--- src/rtl/usb_bit_stuffer.sv ---
`default_nettype none
// ============================================================================
// Module      : usb_bit_stuffer
// Description : USB transmit bit stuffer. Sits between the CRC generator and
//               the NRZI encoder. Packet bits pass straight through with zero
//               latency. After every STUFF_LEN consecutive 1s a single 0 is
//               inserted, and the upstream stage is held for that cycle. The
//               block also pulses stuff_done once the last bit of a packet has
//               left, and keeps a saturating count of the 0s it inserted.
//
// Ports       : clk          - clock
//               rst_L        - asynchronous, active-low reset
//               in           - serial data bit from the CRC stage
//               stream_begin - in is the first bit of a packet (IDLE only)
//               stream_done  - in is the last bit of the packet
//               halt_in      - downstream hold; freezes the block
//               out          - serial bit to the NRZI encoder
//               out_valid    - out carries a packet bit this cycle
//               halt_stream  - upstream hold
//               stuff_done   - one-cycle pulse after the final packet bit
//               stuff_count  - number of 0s inserted in current/last packet
//
// Parameters  : STUFF_LEN    - run of 1s that triggers a stuffed 0 (2..7)
//               CNT_W        - width of the saturating stuffed-bit counter
//
// Revision    : 1.0 - initial release
// ============================================================================
module usb_bit_stuffer #(
    parameter int STUFF_LEN = 6,
    parameter int CNT_W     = 8
) (
    input  logic             clk,
    input  logic             rst_L,
    input  logic             in,
    input  logic             stream_begin,
    input  logic             stream_done,
    input  logic             halt_in,
    output logic             out,
    output logic             out_valid,
    output logic             halt_stream,
    output logic             stuff_done,
    output logic [CNT_W-1:0] stuff_count
);

    // The run counter never has to hold STUFF_LEN itself: reaching
    // STUFF_LEN-1 with another 1 on the input diverts straight to STUFF.
    localparam int               ONES_W = $clog2(STUFF_LEN);
    localparam logic [ONES_W-1:0] C_LAST = ONES_W'(STUFF_LEN - 1);

    typedef enum logic [1:0] {
        S_IDLE   = 2'd0,
        S_ACTIVE = 2'd1,
        S_STUFF  = 2'd2
    } state_t;

    state_t             r_state;
    state_t             w_state_nxt;
    logic [ONES_W-1:0]  r_ones_cnt;
    logic [ONES_W-1:0]  w_ones_nxt;
    logic               r_done_pend;
    logic               w_done_pend_nxt;
    logic               r_stuff_done;
    logic               w_stuff_done_nxt;
    logic [CNT_W-1:0]   r_stuff_count;
    logic [CNT_W-1:0]   w_stuff_count_nxt;

    logic               w_idle;
    logic               w_stuff;
    logic               w_data_bit;
    logic [ONES_W-1:0]  w_run;

    assign w_idle     = (r_state == S_IDLE);
    assign w_stuff    = (r_state == S_STUFF);
    // A packet bit is being passed through this cycle (before halt_in).
    assign w_data_bit = (w_idle & stream_begin) | (r_state == S_ACTIVE);
    // A new packet always starts a fresh run, whatever the previous packet
    // left behind in the counter.
    assign w_run      = w_idle ? '0 : r_ones_cnt;

    // ------------------------------------------------------------------
    // Combinational outputs
    // ------------------------------------------------------------------
    assign out         = w_stuff ? 1'b0 : (w_data_bit & in);
    assign out_valid   = ~halt_in & (w_data_bit | w_stuff);
    assign halt_stream = halt_in | w_stuff;
    assign stuff_done  = r_stuff_done;
    assign stuff_count = r_stuff_count;

    // ------------------------------------------------------------------
    // Next-state logic
    // ------------------------------------------------------------------
    always_comb begin
        w_state_nxt       = r_state;
        w_ones_nxt        = r_ones_cnt;
        w_done_pend_nxt   = r_done_pend;
        w_stuff_done_nxt  = 1'b0;
        w_stuff_count_nxt = r_stuff_count;

        // halt_in freezes everything; the done pulse still drops to 0.
        if (!halt_in) begin
            if (w_data_bit) begin
                if (w_idle) begin
                    w_stuff_count_nxt = '0;
                end

                if (in && (w_run == C_LAST)) begin
                    // This 1 completes a run; the stuffed 0 goes out next
                    // cycle, so a coincident stream_done is deferred.
                    w_state_nxt     = S_STUFF;
                    w_ones_nxt      = '0;
                    w_done_pend_nxt = stream_done;
                end else begin
                    w_ones_nxt = in ? (w_run + ONES_W'(1)) : '0;
                    if (stream_done) begin
                        w_state_nxt      = S_IDLE;
                        w_stuff_done_nxt = 1'b1;
                    end else begin
                        w_state_nxt = S_ACTIVE;
                    end
                end
            end else if (w_stuff) begin
                if (r_stuff_count != {CNT_W{1'b1}}) begin
                    w_stuff_count_nxt = r_stuff_count + CNT_W'(1);
                end

                if (r_done_pend) begin
                    w_state_nxt      = S_IDLE;
                    w_stuff_done_nxt = 1'b1;
                    w_done_pend_nxt  = 1'b0;
                end else begin
                    w_state_nxt = S_ACTIVE;
                end
            end
        end
    end

    // ------------------------------------------------------------------
    // State registers
    // ------------------------------------------------------------------
    always_ff @(posedge clk or negedge rst_L) begin
        if (!rst_L) begin
            r_state       <= S_IDLE;
            r_ones_cnt    <= '0;
            r_done_pend   <= 1'b0;
            r_stuff_done  <= 1'b0;
            r_stuff_count <= '0;
        end else begin
            r_state       <= w_state_nxt;
            r_ones_cnt    <= w_ones_nxt;
            r_done_pend   <= w_done_pend_nxt;
            r_stuff_done  <= w_stuff_done_nxt;
            r_stuff_count <= w_stuff_count_nxt;
        end
    end

endmodule
`default_nettype wire

--- config.mk ---
export PLATFORM = sky130hd
export DESIGN_NAME = usb_bit_stuffer
export DESIGN_NICKNAME = d
export VERILOG_FILES = /design/src/rtl/usb_bit_stuffer.sv
export SDC_FILE = /design/constraint.sdc
export NUM_CORES = 1
export LEC_CHECK = 0
export CAP_MARGIN = 15
export CORE_MARGIN = 8
export CORE_UTILIZATION = 53
export CTS_CLUSTER_DIAMETER = 120
export DETAILED_ROUTE_END_ITERATION = 16
export GPL_TIMING_DRIVEN = 0
export PLACE_DENSITY = 0.82
export SETUP_SLACK_MARGIN = 0.02
export SYNTH_ARGS = -nofsm -noshare
export SYNTH_HDL_FRONTEND = slang
export SYNTH_SLANG_ARGS = --single-unit
--- constraint.sdc ---
create_clock -name clk -period 4.8 [get_ports clk]
set_clock_uncertainty 0.1 [all_clocks]
set_input_delay 0.96 -clock clk [delete_from_list [all_inputs] [get_ports clk]]
set_output_delay 0.96 -clock clk [all_outputs]
set_load 0.1 [all_outputs]
==> flow_summary.ini, run 1 <==
[status]
status = complete, no violations

[worst_setup_path]
cp_cell_sequence = clkdlybuf4s50_1 > nor3_1 > a211oi_1 > clkdlybuf4s50_1
arrival_ns = 3.19
cp_max_fo = 4
worst-setup-path-type = in -> out
timing.rr.start = r_state[0]
worst_ep_required_time_ns = 3.74
reg2regPathDepth = 7
start_kind = input pin
crit_top_cell = clkdlybuf4s50_1
cpMaxStageDelayCell = clkdlybuf4s50_1
regToRegEndpoint = r_done_pend
critPathMaxStageDelay_ns = 1.23
cp-startpoint = stream_begin
reg2reg_setup_slack_ns = 2.63
end_kind = output port

[synth]
postSynthAreaPerCell_um2 = 9.12
synth_edf_count = 0
synthesis.area_um2 = 912
async_flop_share_pct = 100
synth_cells = 100
syn_nets = 109
yosys_warnings = 0
yosysSeqAreaShare_pct = 41.2
ys_types = 38
synth_seq_cells = 15
ys.flop_type = dfrtp_1

[place]
hpwl_mm = 1.55
place_congestion = 0.816
portBuffers = 16

[cells_and_area]
diodes = 0
fin_nets = 130
fill_cells = 136
drive_gt1_share_pct = 11.7
area_growth_pct = 22.8
layout_common_cells = clkdlybuf4s50_1 (16), dfrtp_1 (15), nand2_1 (12), o21ai_0 (11), nor2_1 (6)
final_common_cell = clkdlybuf4s50_1

[floorplan]
initial_core_util_pct = 54.6
die_w_um = 57.5
die_area_mm2 = 0.00330
num_rows = 15
die_height_um = 57.5
coreArea_mm2 = 0.00167
io_pins = 18

[cts]
cts_resized = 0
cts_made_buffers = 3
clk_latency_ns = 0.29
cts_tree = yes
cts.clk_slew.worst_paths_ns = 0.09
cts-htree-levels = 1
clk_path_buf_depth = 2
cts.sinks = 15
cts_setup_buffers = 0
cts_root_buffer = clkbuf_4
postCtsHoldBufs = 0

[timing]
timing.setup.tns_ns = 0
hold_slack_ns = 0.397
setup_violations = 0
report.final.hold_viol_count = 0
fmax_ghz = 0.235
maxSlewHeadroom_pct = 34.5
period_needed_ns = 4.25
grt_setup_unrepaired = false
drv_slew = 0
fin_crit_sh_pct = 88.6
worstMarginPinSlew_ns = 0.980

[grt]
gr-usage-met3_pct = 3.59
grt.total_usage_pct = 13.5
grt_pass1_vias = 783
grt_max_degree = 16
grt.overflow.total = 0
antenna_found_initial = 0
busiest_layer = met2
grt_pass1_wl_mm = 3.50
grtUsageMet2_pct = 20.9
use_met1_pct = 16.1

[power_and_ir_drop]
leakagePower_nw = 0.465
powerDensity_mw_per_mm2 = 670
power.total_uw = 750
irDropWorstVdd_uv = 451

[detailed_routing]
first_iter_violations = 14
wl_mm = 2.02
postRouteAntennaNets = 0
num_vias = 807
drc_errors = 0
first_pass_iters = 4
routedWlPerCell_um = 14.7
avgViaCountPerCell = 5.89

[hold_path]
hold_end = r_ones_cnt[1]
hold_depth = 2
holdCritPathClass = reg -> reg
hold_start = r_ones_cnt[1]

[flow_run]
drv_cap = 0
## metrics by stage
| stage | worst slack, ns | util, % | area (um2) | cells |
|---|---|---|---|---|
| 6_report | 0.545 | 67.0 | 1120 | 137 |
| 5_1_grt | 0.521 | 67.0 | 1120 | 137 |
| 4_1_cts | 0.591 | 67.0 | 1120 | 137 |
| 3_5_place_dp | 0.590 | 65.5 | 1090 | 133 |
| 3_3_place_gp | 0.594 | 65.5 | 1090 | 133 |
| 2_1_floorplan | 0.197 | - | 912 | 100 |
## routing by layer
layer | wire (um) | vias to the layer above
li1 | - | 405
met1 | 928 | 381
met2 | 977 | 17
met3 | 64 | 4
met4 | 48 | 0
met5 | 0 | -
## cells by family after synthesis
| family | after synthesis | share of synthesized area (%) |
|---|---|---|
| flops | 15 | 41.2 |
| simple gates | 37 | 21.9 |
| buf+inv | 9 | 5.07 |
| fa+ha+maj | 3 | 4.12 |
| compound gates | 34 | 25.4 |
| mux | 2 | 2.33 |
## worst max-delay path by stage
| stage | to | slack, ns | cells past startpoint |
|---|---|---|---|
| 2_1_floorplan | out_valid | 0.20 | 2 |
| 3_3_place_gp | out_valid | 0.59 | 4 |
| 3_5_place_dp | out_valid | 0.59 | 4 |
| 4_1_cts | out_valid | 0.59 | 4 |
| 5_1_grt | out_valid | 0.52 | 4 |
| 6_report | out_valid | 0.55 | 4 |
## power breakdown
group | total (mW) | leakage (nW) | internal, mW | switching (mW)
combinational | 0.476 | 0.252 | 0.140 | 0.335
clock | 0.0744 | 0.0150 | 0.0323 | 0.0421
sequential | 0.200 | 0.199 | 0.168 | 0.0320
total | 0.750 | 0.465 | 0.341 | 0.410
## area by class of cell
| cell class | instances | area (um2) | share of cell area [%] |
|---|---|---|---|
| multi-input combinational | 76 | 490 | 43.8 |
| inverter | 5 | 18.8 | 1.68 |
| sequential | 15 | 375 | 33.5 |
| clock buffer | 4 | 26.3 | 2.35 |
| tap | 17 | 21.3 | 1.90 |
| timing repair buffer | 16 | 160 | 14.3 |
| buffer | 4 | 27.5 | 2.46 |
## worst max-delay path: cells and delay by family
| family | cells | cell delay, ns |
|---|---|---|
| AO/OA/AOI/OAI | 1 | 0.41 |
| buffers and inverters | 2 | 1.75 |
| AND/OR/NAND/NOR | 1 | 0.07 |
## state kept, by name, summed over array words and instances, names as in the netlist
name / count
r_done_pend: 1
stuff_done: 1
r_ones_cnt: 3
stuff_count: 8
r_state: 2
## cells in the mapped netlist, types with 2 or more instances
| library cell | n | area (um2) |
|---|---|---|
| dfrtp_1 | 15 | 375 |
| nand2_1 | 12 | 45.0 |
| o21ai_0 | 11 | 55.1 |
| nor2_1 | 6 | 22.5 |
| o31ai_1 | 5 | 37.5 |
| and2_1 | 4 | 25.0 |
| inv_1 | 4 | 15.0 |
| ha_1 | 3 | 37.5 |
| nand2b_1 | 3 | 18.8 |
| nand3_1 | 3 | 15.0 |
| a211oi_1 | 2 | 15.0 |
| a21oi_1 | 2 | 10.0 |
| a22o_1 | 2 | 17.5 |
| nor2b_1 | 2 | 12.5 |
| nor3_1 | 2 | 10.0 |
| o22ai_1 | 2 | 12.5 |
No activity file was read; power rests on OpenSTA's default activity.
==> run 2: changes to the inputs <==
- CORE_UTILIZATION: 53 -> 50
- PLACE_DENSITY: 0.82 -> 0.78
- clock period: 4.8 -> 4.3 ns (I/O delays scaled with it)
==> run 2 against run 1 <==
Net effect:
- clock power grew 15%
- sequential power is 12% higher
- non-clock buffer count unchanged
- sequential cell count unchanged
- cell count is 5.8% higher
- via count is 4.0% higher
- count of clock-buffer cells in the layout stayed put
- register-to-register slack lost 0.58 ns
- hold slack improved by 0.0058 ns
- utilization fell by 1.3 points
- critical path depth is the same
- critical endpoint unchanged
==> flow_summary.ini, run 2 (synthesized netlist as in run 1, its figures left out) <==
[timing]
report.final.hold_viol_count = 0
worstMarginPinSlew_ns = 0.978
maxSlewHeadroom_pct = 34.6
grt_setup_unrepaired = false
setup_violations = 0
timing.setup.tns_ns = 0
drv_slew = 0
fmax_ghz = 0.255
fin_crit_sh_pct = 91.0
period_needed_ns = 3.91

[place]
placed_area_mm2 = 0.00111
portBuffers = 16
place_congestion = 0.861
hpwl_mm = 1.59

[power_and_ir_drop]
irDropWorstVdd_uv = 384
leakagePower_nw = 0.466
power.total_uw = 850
powerDensity_mw_per_mm2 = 749

[cells_and_area]
area_growth_pct = 24.4
fin_area_mm2 = 0.00113
final_common_cell = clkdlybuf4s50_1
layout_common_cells = clkdlybuf4s50_1 (16), dfrtp_1 (15), nand2_1 (12), o21ai_0 (11), nor2_1 (6)
drive_gt1_share_pct = 12.5
fin_nets = 130
largest_register_ffs = 8
diodes = 0

[cts]
postCtsHoldBufs = 0
cts_resized = 0
clk_path_buf_depth = 2
cts.sinks = 15
cts_root_buffer = clkbuf_4
cts_made_buffers = 3
cts_tree = yes
cts.clk_slew.worst_paths_ns = 0.10
cts_setup_buffers = 0
cts-htree-levels = 1
clk_latency_ns = 0.29

[floorplan]
die_area_mm2 = 0.00345
die_height_um = 58.7
die_w_um = 58.7
initial_core_util_pct = 52.8
num_rows = 15
io_pins = 18
coreArea_mm2 = 0.00173

[status]
status = complete, no violations

[detailed_routing]
wl_mm = 2.16
first_iter_violations = 36
postRouteAntennaNets = 0
routedWlPerCell_um = 14.9
num_vias = 839
first_pass_iters = 4
drc_errors = 0
avgViaCountPerCell = 5.79

[worst_setup_path]
worst_ep_required_time_ns = 3.34
cp_max_fo = 4
worst-setup-path-type = in -> out
end_kind = output port
arrival_ns = 2.95
start_kind = input pin

[grt]
grt.total_usage_pct = 13.5
busiest_layer = met2
grt.overflow.total = 0
use_met1_pct = 15.8
grt_pass1_wl_mm = 3.64
grt_max_degree = 16
grtUsageMet2_pct = 21.6
grt_pass1_vias = 823
antenna_found_initial = 0
gr-usage-met3_pct = 3.91

[hold_path]
holdCritPathClass = reg -> reg

[flow_run]
drv_cap = 0
[run 2: cell count changes in the layout (fill, tap and decap cells not counted)]
cell / previous run / this run
a211oi_1: 2 / 1
a211oi_2: 0 / 1
[run 2: metrics by stage]
step / utilization, % / hold slack, ns / setup WS, ns / cells
floorplan: - / 0.344 / 0.931 / 100
global placement: 64.2 / 0.355 / 0.416 / 141
detailed placement: 64.2 / 0.391 / 0.392 / 141
CTS: 65.7 / 0.413 / 0.387 / 145
global route: 65.7 / 0.452 / 0.333 / 145
finish: 65.7 / 0.403 / 0.385 / 145
[run 2: worst max-delay path, stage by stage]
cell and delay, ns:
clkdlybuf4s50_1 0.54, nor3_1 0.09, a211oi_2 0.26, clkdlybuf4s50_1 1.20
[run 2: final cells by class]
| class | instances | area (um2) |
|---|---|---|
| Buffer | 4 | 27.5 |
| Clock buffer | 4 | 26.3 |
| Fill cell | 154 | 592 |
| Inverter | 5 | 18.8 |
| Multi-Input combinational cell | 76 | 495 |
| Sequential cell | 15 | 375 |
| Tap cell | 25 | 31.3 |
| Timing Repair Buffer | 16 | 160 |
[run 2: worst paths after layout]
path                               start  cells past startpoint  slack, ns              to
setup / recovery            stream_begin                      4       0.39       out_valid
hold / removal             r_ones_cnt[1]                      2       0.40   r_ones_cnt[1]
setup reg to reg              r_state[0]                      7       2.05     r_done_pend
hold reg to reg            r_ones_cnt[1]                      2       0.40   r_ones_cnt[1]
max in group asynchronous          rst_L                      1       2.78  stuff_count[4]
min in group asynchronous          rst_L                      1       0.88   r_ones_cnt[0]
[run 2: per-layer routing]
layer	vias up	wire, um
met1	410	978
met2	22	980
met5	-	0
li1	403	-
met4	0	38
met3	4	165
[run 2: where the power goes]
group	total [mW]	internal, mW	switching [mW]
clock	0.0852	0.0361	0.0491
sequential	0.224	0.187	0.0370
combinational	0.541	0.158	0.383
